`config.mk`:
```
export PLATFORM = sky130hd
export DESIGN_NAME = uart_tx_cfg
export DESIGN_NICKNAME = d
export VERILOG_FILES = /design/src/rtl/uart_pkg.sv /design/src/rtl/wbit_fifo.sv /design/src/rtl/uart_tx_cfg.sv
export SDC_FILE = /design/constraint.sdc
export NUM_CORES = 1
export LEC_CHECK = 0
export CAP_MARGIN = 20
export CORE_UTILIZATION = 45
export DETAILED_ROUTE_END_ITERATION = 7
export PLACE_DENSITY_LB_ADDON = 0.05
export REMOVE_ABC_BUFFERS = 1
export SYNTH_ARGS = -nofsm -noshare
export SYNTH_HDL_FRONTEND = slang
export SYNTH_HIERARCHICAL = 1
export SYNTH_SLANG_ARGS = --single-unit
```
`constraint.sdc`:
```
create_clock -name clk_i -period 11.9 [get_ports clk_i]
set_clock_uncertainty 0.15 [all_clocks]
set_input_delay 2.38 -clock clk_i [delete_from_list [all_inputs] [get_ports clk_i]]
set_output_delay 2.38 -clock clk_i [all_outputs]
set_load 0.05 [all_outputs]
```
`src/rtl/uart_pkg.sv`:
```
// Shared types for the configurable UART transmitter.
// PARITY state exists only when UART_TX_CFG_PARITY_EN is defined.
package uart_pkg;

  typedef enum logic [2:0] {
    IDLE,
    START,
    DATA,
`ifdef UART_TX_CFG_PARITY_EN
    PARITY,
`endif
    STOP
  } state_e;

  localparam logic [1:0] PAR_NONE = 2'b00;
  localparam logic [1:0] PAR_EVEN = 2'b01;
  localparam logic [1:0] PAR_ODD  = 2'b10;

  function automatic logic par_on(input logic [1:0] m);
    return (m == PAR_EVEN) || (m == PAR_ODD);
  endfunction

endpackage

```
`src/rtl/wbit_fifo.sv`:
```
// First-word-fall-through word FIFO for the UART TX path.
// A write while full is accepted only if a pop happens in the same cycle.
module wbit_fifo #(
  parameter int WIDTH = 8,
  parameter int DEPTH = 16
) (
  input  logic             clk_i,
  input  logic             rst_i,
  input  logic             we_i,
  input  logic [WIDTH-1:0] din_i,
  input  logic             re_i,
  output logic [WIDTH-1:0] dout_o,
  output logic             empty_o,
  output logic             full_o
);
  localparam int AW = $clog2(DEPTH);

  logic [WIDTH-1:0] mem_q [DEPTH];
  logic [AW-1:0]    wp_q, rp_q;
  logic [AW:0]      cnt_q;
  logic             do_rd, do_wr;

  assign empty_o = (cnt_q == '0);
  assign full_o  = (cnt_q == (AW+1)'(DEPTH));
  assign dout_o  = mem_q[rp_q];
  assign do_rd   = re_i && !empty_o;
  assign do_wr   = we_i && (!full_o || do_rd);

  always_ff @(posedge clk_i) begin
    if (do_wr) mem_q[wp_q] <= din_i;
  end

  always_ff @(posedge clk_i or posedge rst_i) begin
    if (rst_i) begin
      wp_q  <= '0;
      rp_q  <= '0;
      cnt_q <= '0;
    end else begin
      if (do_wr) wp_q <= wp_q + AW'(1);
      if (do_rd) rp_q <= rp_q + AW'(1);
      if (do_wr && !do_rd)      cnt_q <= cnt_q + (AW+1)'(1);
      else if (do_rd && !do_wr) cnt_q <= cnt_q - (AW+1)'(1);
    end
  end

endmodule

```
`src/rtl/uart_tx_cfg.sv`:
```
// Buffered UART transmitter with per-frame latched baud/parity/stop config.
// Define UART_TX_CFG_PARITY_EN to enable the parity bit and parity_mode_i.
module uart_tx_cfg
  import uart_pkg::*;
#(
  parameter int DATA_WIDTH = 8,
  parameter int FIFO_DEPTH = 16
) (
  input  logic                  clk_i,
  input  logic                  rst_i,
  input  logic [15:0]           baud_div_i,
  input  logic [1:0]            parity_mode_i,
  input  logic                  stop2_i,
  input  logic                  tx_en_i,
  input  logic                  tx_we_i,
  input  logic [DATA_WIDTH-1:0] din_i,
  output logic                  empty_o,
  output logic                  full_o,
  output logic                  busy_o,
  output logic                  done_o,
  output logic                  tx_bit_o
);
  localparam int IW = $clog2(DATA_WIDTH);
  localparam logic [IW-1:0] LAST = IW'(DATA_WIDTH - 1);

  state_e                state_q, state_d;
  logic [15:0]           cnt_q, cnt_d;
  logic [15:0]           div_q, div_d;
  logic [IW-1:0]         idx_q, idx_d;
  logic [DATA_WIDTH-1:0] sh_q, sh_d;
  logic                  stop2_q, stop2_d;
  logic                  snd_q, snd_d;
  logic                  tx_q, tx_d;

  logic                  pop, load, done, bit_end, can_start;
  logic [DATA_WIDTH-1:0] f_dout;
  logic                  f_empty, f_full;

`ifdef UART_TX_CFG_PARITY_EN
  logic pen_q, pen_d, par_q, par_d;
`else
  logic unused_par;
  assign unused_par = ^parity_mode_i;
`endif

  wbit_fifo #(
    .WIDTH (DATA_WIDTH),
    .DEPTH (FIFO_DEPTH)
  ) u_fifo (
    .clk_i   (clk_i),
    .rst_i   (rst_i),
    .we_i    (tx_we_i),
    .din_i   (din_i),
    .re_i    (pop),
    .dout_o  (f_dout),
    .empty_o (f_empty),
    .full_o  (f_full)
  );

  assign empty_o   = f_empty;
  assign full_o    = f_full;
  assign busy_o    = (state_q != IDLE);
  assign done_o    = done;
  assign tx_bit_o  = tx_q;
  assign can_start = tx_en_i && !f_empty;
  assign bit_end   = (cnt_q == div_q - 16'd1);

  always_comb begin
    state_d = state_q;
    cnt_d   = cnt_q + 16'd1;
    div_d   = div_q;
    idx_d   = idx_q;
    sh_d    = sh_q;
    stop2_d = stop2_q;
    snd_d   = snd_q;
    pop     = 1'b0;
    load    = 1'b0;
    done    = 1'b0;
`ifdef UART_TX_CFG_PARITY_EN
    pen_d   = pen_q;
    par_d   = par_q;
`endif
    if (bit_end) cnt_d = '0;

    unique case (state_q)
      IDLE: begin
        cnt_d = '0;
        if (can_start) load = 1'b1;
      end
      START: begin
        if (bit_end) begin
          state_d = DATA;
          idx_d   = '0;
        end
      end
      DATA: begin
        if (bit_end) begin
          sh_d = {1'b1, sh_q[DATA_WIDTH-1:1]};
          if (idx_q == LAST) begin
            snd_d = 1'b0;
`ifdef UART_TX_CFG_PARITY_EN
            state_d = pen_q ? PARITY : STOP;
`else
            state_d = STOP;
`endif
          end else begin
            idx_d = idx_q + IW'(1);
          end
        end
      end
`ifdef UART_TX_CFG_PARITY_EN
      PARITY: begin
        if (bit_end) state_d = STOP;
      end
`endif
      STOP: begin
        if (bit_end) begin
          if (stop2_q && !snd_q) begin
            snd_d = 1'b1;
          end else begin
            done = 1'b1;
            if (can_start) load = 1'b1;
            else state_d = IDLE;
          end
        end
      end
      default: state_d = IDLE;
    endcase

    // Frame start: config is captured here and frozen until the next start.
    if (load) begin
      pop     = 1'b1;
      state_d = START;
      cnt_d   = '0;
      sh_d    = f_dout;
      div_d   = (baud_div_i == '0) ? 16'd1 : baud_div_i;
      stop2_d = stop2_i;
      snd_d   = 1'b0;
`ifdef UART_TX_CFG_PARITY_EN
      pen_d   = par_on(parity_mode_i);
      par_d   = (^f_dout) ^ (parity_mode_i == PAR_ODD);
`endif
    end

    unique case (state_d)
      START:   tx_d = 1'b0;
      DATA:    tx_d = sh_d[0];
`ifdef UART_TX_CFG_PARITY_EN
      PARITY:  tx_d = par_d;
`endif
      default: tx_d = 1'b1;
    endcase
  end

  always_ff @(posedge clk_i or posedge rst_i) begin
    if (rst_i) begin
      state_q <= IDLE;
      cnt_q   <= '0;
      div_q   <= '0;
      idx_q   <= '0;
      sh_q    <= '1;
      stop2_q <= 1'b0;
      snd_q   <= 1'b0;
      tx_q    <= 1'b1;
    end else begin
      state_q <= state_d;
      cnt_q   <= cnt_d;
      div_q   <= div_d;
      idx_q   <= idx_d;
      sh_q    <= sh_d;
      stop2_q <= stop2_d;
      snd_q   <= snd_d;
      tx_q    <= tx_d;
    end
  end

`ifdef UART_TX_CFG_PARITY_EN
  always_ff @(posedge clk_i or posedge rst_i) begin
    if (rst_i) begin
      pen_q <= 1'b0;
      par_q <= 1'b0;
    end else begin
      pen_q <= pen_d;
      par_q <= par_d;
    end
  end
`endif

endmodule
```
After elaboration in Yosys (flattened, before gate mapping)
Memory sizes are Yosys's and may differ from the RTL's.
Index checks and enable logic that the tools add are counted.
Widths: inputs -> output; s select.
- add/sub/neg operators: 7
- multiply operators: 0
- divide/modulo/power cells: 0
- order comparisons: 0
- eq/ne operators: 15
- shift operators: 0
- muxes and demuxes: 38
- bitwise gates (word level): 0
- reductions and logical operators: 24
- operator list (cell ; count):
    $mux 16 ; 4
    $mux 3 ; 10
    $mux 8 ; 3
    $add 16x1->16 const B ; 1
    $eq 16x16->1 ; 1
    $logic_not 16->1 ; 1
    $sub 16x1->16 const B ; 1
    $mux 1 ; 14
    $ne 3x3->1 const B ; 4
    $pmux 3 s4 ; 1
    $mux 5 ; 2
    $eq 3x2->1 const B ; 3
    $add 4x1->4 const B ; 2
    $reduce_bool 2->1 ; 4
    $eq 3x1->1 const B ; 2
    $logic_and 1x1->1 ; 6
    $ne 2x2->1 const B ; 3
    $pmux 1 s2 ; 3
    $pmux 3 s2 ; 1
    $reduce_bool 3->1 ; 2
    $add 5x1->5 const B ; 1
    $eq 5x5->1 const B ; 1
    $logic_not 1->1 ; 5
    $logic_not 5->1 ; 1
    other kinds (8) ; 8
- flip-flop bits (word level): 62
- bits in latches: 0
- RAM bits: 128
- bits in read-only memories: 0
- output and inout port bits: 5
- logic and storage cells: 97
- memories kept: 1
- memory list (name ; depth ; width ; read ports ; clocked after memory_dff ; write ports ; RTL line ; text):
    u_fifo.mem_q ; 16 ; 8 ; 1 ; 0 ; 1 ; wbit_fifo.sv:18 ; logic [WIDTH-1:0] mem_q [DEPTH];

Longest topological paths before layout
- depth in word-level cells: 15
- gate-level depth with buffers: 20
- gate-level depth less buffers: 19

Cells and area by module
The synthesis kept the hierarchy.
- by module, submodules not included (module ; instances ; cells each ; area each (um^2)):
    wbit_fifo ; 1 ; 324 ; 5720.5
    uart_tx_cfg ; 1 ; 280 ; 2989.1

Least setup slack after synthesis
No wires, ideal clock.
- path type: reg-to-output
- start point: register div_q[0]
- end point: output done_o
- arrival time: 3.363 ns
- required time: 9.370 ns
- slack: 6.007 ns
- stages on the path, launching flop included: 9
- cells stage by stage: dfrtp_1 -> inv_1 -> ha_1 -> nor3b_1 -> nand3_1 -> or4b_1 -> nand4_1 -> nand4_1 -> nor4_1
- word-level cells in the longest chain between the ends: 4
- ends and longest elaborated chain (item ; RTL line ; text):
    start: declaration ; uart_tx_cfg.sv:28 ; logic [15:0] div_q, div_d;
    start signal: assignment ; uart_tx_cfg.sv:168 ; div_q <= div_d;
    $sub 16x1->16 ; uart_tx_cfg.sv:66 ; assign bit_end = (cnt_q == div_q - 16'd1);
    $eq 16x16->1 ; uart_tx_cfg.sv:66 ;
    $mux 1 ; uart_tx_cfg.sv:117 ; if (bit_end) begin
    $mux 1 ; uart_tx_cfg.sv:85 ; unique case (state_q)
    end: declaration ; uart_tx_cfg.sv:20 ; output logic done_o,
No other way between the ends.

Worst setup path after layout
Same ends and word-level chain as after synthesis.

==> results_dict.tcl <==
set metrics [dict create \
    ys_async_sr_fraction_pct 32.63 \
    syn_avg_cell_area_um2 14.42 \
    fmax_ghz 0.1558 \
    vdd.ir_drop.worst_v 0.0001057 \
    wl_mm 17.70 \
    dpl.hpwl_mm 11.81 \
    die_w_um 141.1 \
    grt_pass1_wl_mm 28.18 \
    postSynthCellCount 604 \
    numCtsBuffers 17 \
    placed_area_um2 9260 \
    area_growth_syn_to_layout_pct 13.35 \
    drive_above_1_share_pct 17.75 \
    cts_tree "yes" \
    grt_pass1_vias 5094 \
    slew_headroom_pct 36.81 \
    yosysTopAreaCell "edfxtp_1" \
    crit-reg2reg-capture "u_fifo/cnt_q[4]" \
    wl_per_cell_um 19.49 \
    postCtsResizedCells 0 \
    cts_sinks 190 \
    end_kind "output port" \
    critPathRequiredTime_ns 9.37 \
    yosysWarnings 6 \
    regToRegStartpoint "div_q[0]" \
    vias_per_cell 5.488 \
    synth_top_area_share_pct 44.13 \
    clk_path_buf_depth 2 \
    antenna_found_initial 0 \
    timing.final.crit_share_pct 53.95 \
    fin_setup_tns_ns 0 \
    grt_use_total_pct 19.34 \
    hold_path.class "reg -> reg" \
    drtIter0Drc 280 \
    worstPathArrival_ns 3.89 \
    rsz0062_at_grt "false" \
    synth_cell_types 68 \
    critPathKind "reg -> out" \
    outcome "finished, final reports clean" \
    fp.dieArea_um2 19910 \
    synth-seq-area-share_pct 62.07 \
    setup.worst_path.start "div_q[0]" \
    core_um2 18830 \
    slew_viol_final 0 \
    worstMarginPinSlew_ns 0.9479 \
    rrSetupSlack_ns 6.38 \
    drtAntennaViolNets 0 \
    fin_nets 680 \
    ys_top_cells_by_count "edfxtp_1, dfrtp_1, nor2_1" \
    dr.pass1.iters 5 \
    r2r_cells 18 \
    synthTopCellsByArea "edfxtp_1, dfrtp_1, mux2i_1" \
    clock_latency_ns 0.44 \
    port-buffer-count 33 \
    setup_violations 0 \
    crit_end "done_o" \
    final.min_clock_period_ns 6.420 \
    holdBufCountCts 0 \
    synth-seq-cells 190 \
    num_rows 50 \
    leakage_nw 3.625 \
    finalHoldViolCount 0 \
    synth_ff_type "edfxtp_1" \
    diodes 0 \
    cts_root_buf "clkbuf_16" \
    critPathMaxFanout 5 \
    cts_setup_buffers 0 \
    die_y_um 141.1 \
    gp_congestion 0.7989 \
    ios 36 \
    grt_max_degree 52 \
    synth_most_common_cell "edfxtp_1" \
    netlist_area_um2 8710 \
    start_kind "flop" \
    globalRouteOverflowTotal 0 \
    vias 4983 \
    p_per_area_nw_per_um2 217.9 \
    drc 0 \
    cts.clk_slew.worst_paths_ns 0.07 \
    finalInstanceArea_um2 9872 \
    htree_levels 4 \
    synth_edf_count 128 \
    max_cap_viol_count 0 \
    start_util_pct 46.25 \
]
[worst max-delay path, stage by stage, from the launching register on]
cell and delay (ns):
dfrtp_1 0.42, inv_1 0.10, ha_1 0.18, nor3b_1 0.57, nand3_1 0.25, or4b_1 0.50, nand4_1 0.13, nand4_1 0.19
nor4_1 0.26, clkdlybuf4s50_1 0.85
[cells by family (layout without fill, tap and decap cells)]
family,Yosys count,in the layout,share of synthesized area [%]
AND/OR/NAND/NOR,152,152,9.424
XOR/XNOR,45,45,4.525
adder cells (fa/ha/maj),14,14,2.097
other,1,1,0.04306
AO/OA/AOI/OAI,70,70,6.077
multiplexers,85,85,13.17
flip-flops,190,190,62.07
buffers and inverters,47,91,2.586
[cell usage in the layout, fill, tap and decap left out, drive strengths merged, types with 2 or more instances in the layout]
master,count
dfrtp,53
a221oi,16
edfxtp,128
and3,6
a211oi,2
dfstp,9
ha,13
or4,4
nor4b,3
clkinv,4
mux4,16
nand2,33
buf,7
nor4,9
o21ai,15
mux2i,37
mux2,32
nor2,46
nor3b,2
nand3,18
nand3b,3
a21o,4
o31a,3
xnor2,27
a21oi,8
nand2b,4
a31oi,2
a22oi,8
inv,28
clkdlybuf4s50,33
nand4,5
xor2,18
nor3,12
clkbuf,17
[registers in the layout, indices dropped and copies added, names as in the netlist, 4 cells and up]
register / cells
cnt_q: 16
u_fifo/rp_q: 4
u_fifo/cnt_q: 5
sh_q: 8
u_fifo/mem_q: 128
u_fifo/wp_q: 4
div_q: 16
[how the worst min path moves through the flow]
stage	start	end	slack, ns	cells after the start
finish	u_fifo/cnt_q[4]	u_fifo/cnt_q[4]	0.37	1
global route	u_fifo/cnt_q[4]	u_fifo/cnt_q[4]	0.40	1
CTS	u_fifo/cnt_q[4]	u_fifo/cnt_q[4]	0.38	1
detailed placement	u_fifo/cnt_q[4]	u_fifo/cnt_q[4]	0.37	1
global placement	u_fifo/cnt_q[3]	u_fifo/cnt_q[3]	0.35	2
floorplan	u_fifo/cnt_q[2]	u_fifo/cnt_q[2]	0.33	2
[metrics by stage]
stage,utilization [%],worst slack [ns],instances,hold WS (ns),total power [mW]
CTS,52.32,5.460,907,0.3764,2.172
global route,52.43,5.217,908,0.3987,2.268
global placement,49.18,5.975,875,0.3531,1.585
floorplan,-,6.007,576,0.3317,1.400
detailed placement,49.18,5.950,875,0.3662,1.600
finish,52.43,5.480,908,0.3696,2.151
[where the power goes]
group / switching, mW / leakage [nW] / total [mW] / internal, mW
Clock: 0.269 / 0.292 / 0.569 / 0.300
Combinational: 0.344 / 1.41 / 0.641 / 0.297
Sequential: 0.114 / 1.92 / 0.941 / 0.827
Total: 0.727 / 3.62 / 2.15 / 1.42
[routing by layer]
layer / track usage [%] / wire, um / vias to the layer above
li1: - / - / 2334
met1: 24.75 / 7830 / 2524
met2: 31.47 / 8708 / 102
met3: 4.654 / 786 / 23
met4: 8.181 / 376 / 0
met5: 0 / 0 / -
[area by class of cell]
class,instances,area [um2]
fill,1593,8959
sequential,190,5408
multi-input combinational,367,3078
clock buffer,17,425.4
timing repair buffer,40,395.4
tap,260,325.3
clock inverter,15,166.4
inverter,19,73.82
Power figures use the tool's default switching activity.
